<file path="src/rtl/pipelined_alu_core.sv">
// Two-stage elastic ALU: stage 1 captures operands on the input handshake,
// stage 2 evaluates the opcode and holds result, flags and tag for downstream.
module pipelined_alu_core #(
  parameter int unsigned WIDTH = 32,
  parameter int unsigned TAG_W = 4,
  parameter int unsigned CNT_W = 16
) (
  input  logic             clk,
  input  logic             rst,
  input  logic             in_valid,
  output logic             in_ready,
  input  logic [3:0]       in_op,
  input  logic [WIDTH-1:0] in_a,
  input  logic [WIDTH-1:0] in_b,
  input  logic [WIDTH-1:0] in_c,
  input  logic [TAG_W-1:0] in_tag,
  output logic             out_valid,
  input  logic             out_ready,
  output logic [WIDTH-1:0] out_result,
  output logic [TAG_W-1:0] out_tag,
  output logic             out_zero,
  output logic             out_carry,
  output logic             out_err,
  output logic [CNT_W-1:0] op_count
);

  localparam int unsigned SUM_W = WIDTH + 1;

  localparam logic [3:0] OP_MUX1  = 4'd0;
  localparam logic [3:0] OP_MUX2  = 4'd1;
  localparam logic [3:0] OP_XOR   = 4'd2;
  localparam logic [3:0] OP_AND   = 4'd3;
  localparam logic [3:0] OP_OR    = 4'd4;
  localparam logic [3:0] OP_ADD1  = 4'd5;
  localparam logic [3:0] OP_PERES = 4'd6;
  localparam logic [3:0] OP_NAND  = 4'd7;
  localparam logic [3:0] OP_NOR   = 4'd8;
  localparam logic [3:0] OP_ADD   = 4'd9;
  localparam logic [3:0] OP_SUB   = 4'd10;

  logic             s1_valid_q, s1_valid_d;
  logic [3:0]       s1_op_q, s1_op_d;
  logic [WIDTH-1:0] s1_a_q, s1_a_d;
  logic [WIDTH-1:0] s1_b_q, s1_b_d;
  logic [WIDTH-1:0] s1_c_q, s1_c_d;
  logic [TAG_W-1:0] s1_tag_q, s1_tag_d;

  logic             s2_valid_q, s2_valid_d;
  logic [WIDTH-1:0] result_q, result_d;
  logic [TAG_W-1:0] tag_q, tag_d;
  logic             zero_q, zero_d;
  logic             carry_q, carry_d;
  logic             err_q, err_d;
  logic [CNT_W-1:0] cnt_q, cnt_d;

  logic             s2_adv_c;
  logic             s1_adv_c;
  logic [SUM_W-1:0] sum_c;
  logic [WIDTH-1:0] res_c;
  logic             carry_c;
  logic             err_c;

  assign s2_adv_c = ~s2_valid_q | out_ready;
  assign s1_adv_c = ~s1_valid_q | s2_adv_c;

  // Opcode evaluation on the stage-1 operands; arithmetic is one bit wider for carry.
  always_comb begin
    sum_c   = '0;
    res_c   = '0;
    carry_c = 1'b0;
    err_c   = 1'b0;
    case (s1_op_q)
      OP_MUX1:  res_c = (s1_a_q & s1_b_q) | (~s1_a_q & s1_c_q);
      OP_MUX2:  res_c = (s1_a_q & s1_c_q) | (~s1_a_q & s1_b_q);
      OP_XOR:   res_c = s1_a_q ^ s1_b_q;
      OP_AND:   res_c = s1_a_q & s1_b_q;
      OP_OR:    res_c = s1_a_q | s1_b_q;
      OP_ADD1: begin
        sum_c   = {1'b0, s1_a_q} + {1'b0, s1_b_q} + SUM_W'(1);
        res_c   = sum_c[WIDTH-1:0];
        carry_c = sum_c[WIDTH];
      end
      OP_PERES: res_c = (s1_a_q & s1_b_q) ^ s1_c_q;
      OP_NAND:  res_c = ~(s1_a_q & s1_b_q);
      OP_NOR:   res_c = ~(s1_a_q | s1_b_q);
      OP_ADD: begin
        sum_c   = {1'b0, s1_a_q} + {1'b0, s1_b_q};
        res_c   = sum_c[WIDTH-1:0];
        carry_c = sum_c[WIDTH];
      end
      OP_SUB: begin
        sum_c   = {1'b0, s1_a_q} + {1'b0, ~s1_b_q} + SUM_W'(1);
        res_c   = sum_c[WIDTH-1:0];
        carry_c = sum_c[WIDTH];
      end
      default:  err_c = 1'b1;
    endcase
  end

  // Pipeline advance: each stage loads only when its downstream slot frees up.
  always_comb begin
    s1_valid_d = s1_valid_q;
    s1_op_d    = s1_op_q;
    s1_a_d     = s1_a_q;
    s1_b_d     = s1_b_q;
    s1_c_d     = s1_c_q;
    s1_tag_d   = s1_tag_q;
    s2_valid_d = s2_valid_q;
    result_d   = result_q;
    tag_d      = tag_q;
    zero_d     = zero_q;
    carry_d    = carry_q;
    err_d      = err_q;
    cnt_d      = cnt_q;

    if (s1_adv_c) begin
      s1_valid_d = in_valid;
      if (in_valid) begin
        s1_op_d  = in_op;
        s1_a_d   = in_a;
        s1_b_d   = in_b;
        s1_c_d   = in_c;
        s1_tag_d = in_tag;
      end
    end

    if (s2_adv_c) begin
      s2_valid_d = s1_valid_q;
      if (s1_valid_q) begin
        result_d = res_c;
        tag_d    = s1_tag_q;
        zero_d   = (res_c == '0);
        carry_d  = carry_c;
        err_d    = err_c;
      end
    end

    if (s2_valid_q && out_ready) begin
      cnt_d = cnt_q + CNT_W'(1);
    end
  end

  always_ff @(posedge clk) begin
    if (rst) begin
      s1_valid_q <= 1'b0;
      s1_op_q    <= '0;
      s1_a_q     <= '0;
      s1_b_q     <= '0;
      s1_c_q     <= '0;
      s1_tag_q   <= '0;
      s2_valid_q <= 1'b0;
      result_q   <= '0;
      tag_q      <= '0;
      zero_q     <= 1'b0;
      carry_q    <= 1'b0;
      err_q      <= 1'b0;
      cnt_q      <= '0;
    end else begin
      s1_valid_q <= s1_valid_d;
      s1_op_q    <= s1_op_d;
      s1_a_q     <= s1_a_d;
      s1_b_q     <= s1_b_d;
      s1_c_q     <= s1_c_d;
      s1_tag_q   <= s1_tag_d;
      s2_valid_q <= s2_valid_d;
      result_q   <= result_d;
      tag_q      <= tag_d;
      zero_q     <= zero_d;
      carry_q    <= carry_d;
      err_q      <= err_d;
      cnt_q      <= cnt_d;
    end
  end

  assign in_ready   = s1_adv_c;
  assign out_valid  = s2_valid_q;
  assign out_result = result_q;
  assign out_tag    = tag_q;
  assign out_zero   = zero_q;
  assign out_carry  = carry_q;
  assign out_err    = err_q;
  assign op_count   = cnt_q;

endmodule
</file>
<file path="config.mk">
export PLATFORM = sky130hd
export DESIGN_NAME = pipelined_alu_core
export DESIGN_NICKNAME = d
export VERILOG_FILES = /design/src/rtl/pipelined_alu_core.sv
export SDC_FILE = /design/constraint.sdc
export NUM_CORES = 1
export LEC_CHECK = 0
export CORE_ASPECT_RATIO = 1.1
export CORE_MARGIN = 2
export CORE_UTILIZATION = 45
export DETAILED_ROUTE_END_ITERATION = 8
export PLACE_DENSITY_LB_ADDON = 0.15
export SYNTH_ARGS = -nofsm -noshare
export SYNTH_HDL_FRONTEND = slang
export SYNTH_SLANG_ARGS = --single-unit
export TNS_END_PERCENT = 20
</file>
<file path="constraint.sdc">
create_clock -name clk -period 9.1 [get_ports clk]
set_clock_uncertainty 0.05 [all_clocks]
set_input_delay 1.82 -clock clk [delete_from_list [all_inputs] [get_ports clk]]
set_output_delay 1.82 -clock clk [all_outputs]
set_load 0.01 [all_outputs]
</file>
Yosys cells after proc, flatten, opt, wreduce, memory -nomap -nowiden
Cells that the tools add are included.
Widths: inputs -> output; s select.

operators by class
  $add $sub $neg = 5
  bitwise logic cells = 17
  equality and inequality tests = 10
  mux-type cells = 3
  reduce and logical (&&, ||, !) cells = 6

operators with widths
  cell                   number
  $pmux 32 s11           1
  $and 32x32->32         4
  $not 32->32            4
  $or 32x32->32          3
  $add 32x32->33         2
  $add 33x1->33 const B  2
  $xor 32x32->32         2
  $logic_not 32->1       1
  $add 16x1->16 const B  1
  $eq 4x3->1 const B     4
  $eq 4x4->1 const B     3
  $reduce_or 11->1       1
  $eq 4x2->1 const B     2
  $eq 4x1->1 const B     1
  $logic_not 4->1        1
  $reduce_and 2->1       2
  $pmux 1 s3             1
  $not 1->1              2
  $or 1x1->1             2
  $logic_and 1x1->1      1
  $mux 1                 1

word-level totals
  register bits after elaboration = 161
  input bits = 108
  output and inout bits = 57
  logic and storage cells = 54

Logic depth before layout (Yosys ltp)
  depth after elaboration = 5
  mapped depth = 17
  gate-level depth less buffers = 17

Worst setup path before layout
Ideal clock, no wire load.

  path type = reg2reg
  from = register s1_a_q[0]
  to = register zero_q (netlist: out_zero)
  period minus slack after synthesis = 4114 ps
  arrival = 3980 ps
  buffers on the path = 0
  path slack = 4986 ps
  required time = 8966 ps
  stages on the path, launching flop included = 16
  library setup time = 84 ps
  cells stage by stage = dfxtp_1 -> ha_1 -> inv_1 -> fa_1 -> and2b_4 -> o22ai_1 -> xnor2_1 -> nand3_1 -> or3b_4 -> nor4_4 -> nand3_4 -> nor3_2 -> xor2_1 -> o221ai_1 -> or3_1 -> o31ai_2

on the way
  word-level cells in the longest chain between the ends = 5
  elaborated cells on any way between the ends = 18
  those cells by class = add/sub (4); mux (1); bitwise (12); reduce/logical (1)

ends and longest elaborated chain
  element                                                 line  RTL
  start: declaration                                      43    logic [WIDTH-1:0] s1_a_q, s1_a_d;
  start signal: assignment                                147   s1_a_q <= '0;
  start signal: assignment                                161   s1_a_q <= s1_a_d;
  branches (longest 3 deep; another with $add 32x32->33)  n/a
  $pmux 32 s11 *                                          72    case (s1_op_q)
  $logic_not 32->1 *                                      132   zero_d = (res_c == '0);
  end signal: assignment                                  168   zero_q <= zero_d;
  end: declaration                                        51    logic zero_q, zero_d;

Every way passes the cells marked *.
A chain may end at the register's enable or synchronous reset.

Final worst setup path
  from = input port out_ready
  to = output port in_ready

on the way
  word-level cells in the longest chain between the ends = 2

ends and longest elaborated chain
  element             line  RTL
  start: declaration  18    input logic out_ready,
  $or 1x1->1          63    assign s2_adv_c = ~s2_valid_q | out_ready;
  $or 1x1->1          64    assign s1_adv_c = ~s1_valid_q | s2_adv_c;
  end: declaration    11    output logic in_ready,

Every way passes these cells.

==> reports/results.txt <==
status: complete, no violations
Tightest Hold Check Type: reg -> reg
Tcrit/Tclk final: 0.5679
largest cells by area after synthesis: dfxtp_1, ha_1, nand2_1, a21oi_1, xnor2_1
Metal-1 WL: 24180 µm
remaining antenna violation count after routing: 0
Synth Area in Adders: 0.09485
# IOs: 165
DP HPWL: 39030 µm
Placed Cells: 2470
#FFs+latches synth: 161
Total Nets Final: 2285
Cell variety after synth: 97
Post-CTS Setup Inserts: 0
DIE AREA: 33460 µm²
met3 wire length: 5483 µm
detailed-route wire length: 52190 µm
WP data arrival: 3.30 ns
worst path cell trace: clkdlybuf4s50_1 > nor2b_1 > nand2_1 > clkdlybuf4s50_1
CTS tree: done
initial antenna violation count: 0
highest clock rate: 193.5 MHz
DR WL met2: 21550 µm
RSZ-0062 raised after global routing: no
Post-Synth Simple-Gate Area: 0.2323
YS warnings: 0
first-pass GRT wire length: 79970 µm
Static Leak: 0.006218 µW
Routed wire per std cell: 20.87 µm
Worst setup EP type: output port
Hold Crit Depth: 2
FP Rows: 68
die height: 191.7 µm
Final setup viols: 0
CTS Sinks: 161
fin. max-slew vios: 0
clk slew on worst S/H paths: 0.06 ns
critical path class: in -> out
largest net degree at the start of global routing: 97
DRT iter0 DRCs: 1442
Mapped Nets: 2221
reg2reg path depth: 15
Worst path depth: 4
count leader, synth: nand2_1
Avg Cell Area, Syn: 7.185 µm²
PwrDens: 133.0 nW/µm²
Post-Synth XOR/XNOR Area: 0.06749
Worst slew margin: 0.2201
IO Port Bufs: 164
Fillers: 3156
synthesized instance count: 2005
Hold Buf Count CTS: 0
critical path peak fanout: 5
area leader, netlist: dfxtp_1
Final Util: 0.5331
Inserted Clock Buffers: 17
Final TNS setup: 0 ns
type of origin of the critical path: primary input
final RePlAce weighted congestion: 0.9534
CORE AREA: 31480 µm²
Max-cap violations: 0
minimum clock period: 5.168 ns
grt ovf: 0
Top FF cell, synth: dfxtp_1
clock root buffer master: clkbuf_16
vias post-DR: 15.16k
Inserted Diodes: 0
Slew @ Worst Pin: 1.140 ns
Compound-Gate Fraction of Synth Area: 0.2975
Clock Path Buffers: 2
mux share of post-synthesis cell area: 0.01728
Total GRT Usage: 0.3065
WP buf/inv: 2
CP Data Required Time: 7.23 ns
post-layout power: 2233 µW
largest family of logic cells by synthesized area: compound AO/OA/AOI/OAI gates
Synth top cells by count: nand2_1, a21oi_1, dfxtp_1, nor2_1, clkbuf_1
later-pin clock latency in the skew report: 0.44 ns
# DRC: 0
EDFF count, synth: 0
Max Used Layer: met4
Seq/Total Area, Yosys: 0.2237
vias per cell: 6.063
vias in the first global route: 13.91k
Crit-path slowest cell: clkdlybuf4s50_1
Layout area overhead: 16.49%
H-tree depth: 4
CP delay by family, top: buffers and inverters
Initial Util: 0.4576
share of layout cells above drive strength 1: 0.05142
Worst path most repeated cell: clkdlybuf4s50_1
Die X-Extent: 174.6 µm
DR pass1 iterations: 8
final hold violation count: 0
non-filler instance count after layout: 2501
Synth top area share: 0.2237
share of flip-flops with an asynchronous set or reset: 0
slowest stage delay, CP: 0.52 ns
Resized Gates After CTS: 0
Netlist Area Pre-Place: 14410 µm²
Peak VDD IR: 0.1190 mV
-- state kept, by name, summed over array words and instances (netlist names) --
name        cells
op_count       16
out_zero        1
s1_a_q         32
out_valid       1
s1_op_q         4
s1_c_q         32
s1_b_q         32
out_result     32
s1_tag_q        4
s1_valid_q      1
out_err         1
out_carry       1
out_tag         4
-- final timing paths --
check	startpoint	to	slack (ns)
min reg2reg	out_tag[0]	out_tag[0]	0.40
max reg2reg	s1_a_q[0]	out_zero	4.16
max	out_ready	in_ready	3.93
min	out_tag[0]	out_tag[0]	0.40
-- through the flow --
stage | hold WS (ns) | cell area [µm²] | worst slack [ns]
2_1_floorplan | 0.3821 | 14410 | 4.986
3_3_place_gp | 0.3884 | 16210 | 3.973
3_5_place_dp | 0.3973 | 16210 | 3.930
4_1_cts | 0.4048 | 16780 | 3.931
5_1_grt | 0.4337 | 16780 | 3.791
6_report | 0.4042 | 16780 | 3.932
-- power by group --
group	switching, µW	total, µW	leakage (µW)	internal, µW
logic	421	701	0.00462	280
clock network	350	740	0.000274	391
registers	48.7	791	0.00132	742
-- cell usage in the layout, fill, tap and decap left out, types with 17 or more instances in the layout --
cell / instances
nand2_1: 333
a21oi_1: 218
clkdlybuf4s50_1: 163
dfxtp_1: 159
nor2_1: 149
inv_1: 106
ha_1: 106
o21ai_0: 97
xnor2_1: 75
a211oi_1: 48
nor3_1: 45
xor2_1: 31
o22ai_1: 28
nand3_1: 26
nand4_1: 23
buf_4: 23
nor2b_1: 19
a21o_1: 17
o211ai_1: 17
mux2i_1: 17
clkbuf_16: 17
-- cell type report --
type	instances	area, µm²	share of cell area
Timing Repair Buffer	186	1804	0.1075
Tap cell	420	525.5	0.03132
Multi-Input combinational cell	1597	10260	0.6114
Clock buffer	19	442.9	0.02639
Sequential cell	161	3226	0.1922
Clock inverter	12	125.1	0.007456
Inverter	106	397.9	0.02371
-- logic make-up after synthesis --
| kind of cell | after synthesis |
|---|---|
| multiplexers | 24 |
| AO/OA/AOI/OAI | 641 |
| AND/OR/NAND/NOR | 716 |
| adder cells (fa/ha/maj) | 108 |
| flip-flops | 161 |
| buffers and inverters | 247 |
| XOR/XNOR | 108 |
-- routing by layer --
layer / vias up / global-route usage
met5: - / 0
li1: 7316 / -
met3: 76 / 0.08215
met1: 7076 / 0.4399
met2: 695 / 0.4536
met4: 0 / 0.07628
-- worst min-delay path, stage by stage (launching register included) --
cell and delay (ns):
dfxtp_1 0.31, nand2_1 0.05, a21oi_1 0.05
No activity file was read; power rests on OpenSTA's default activity.
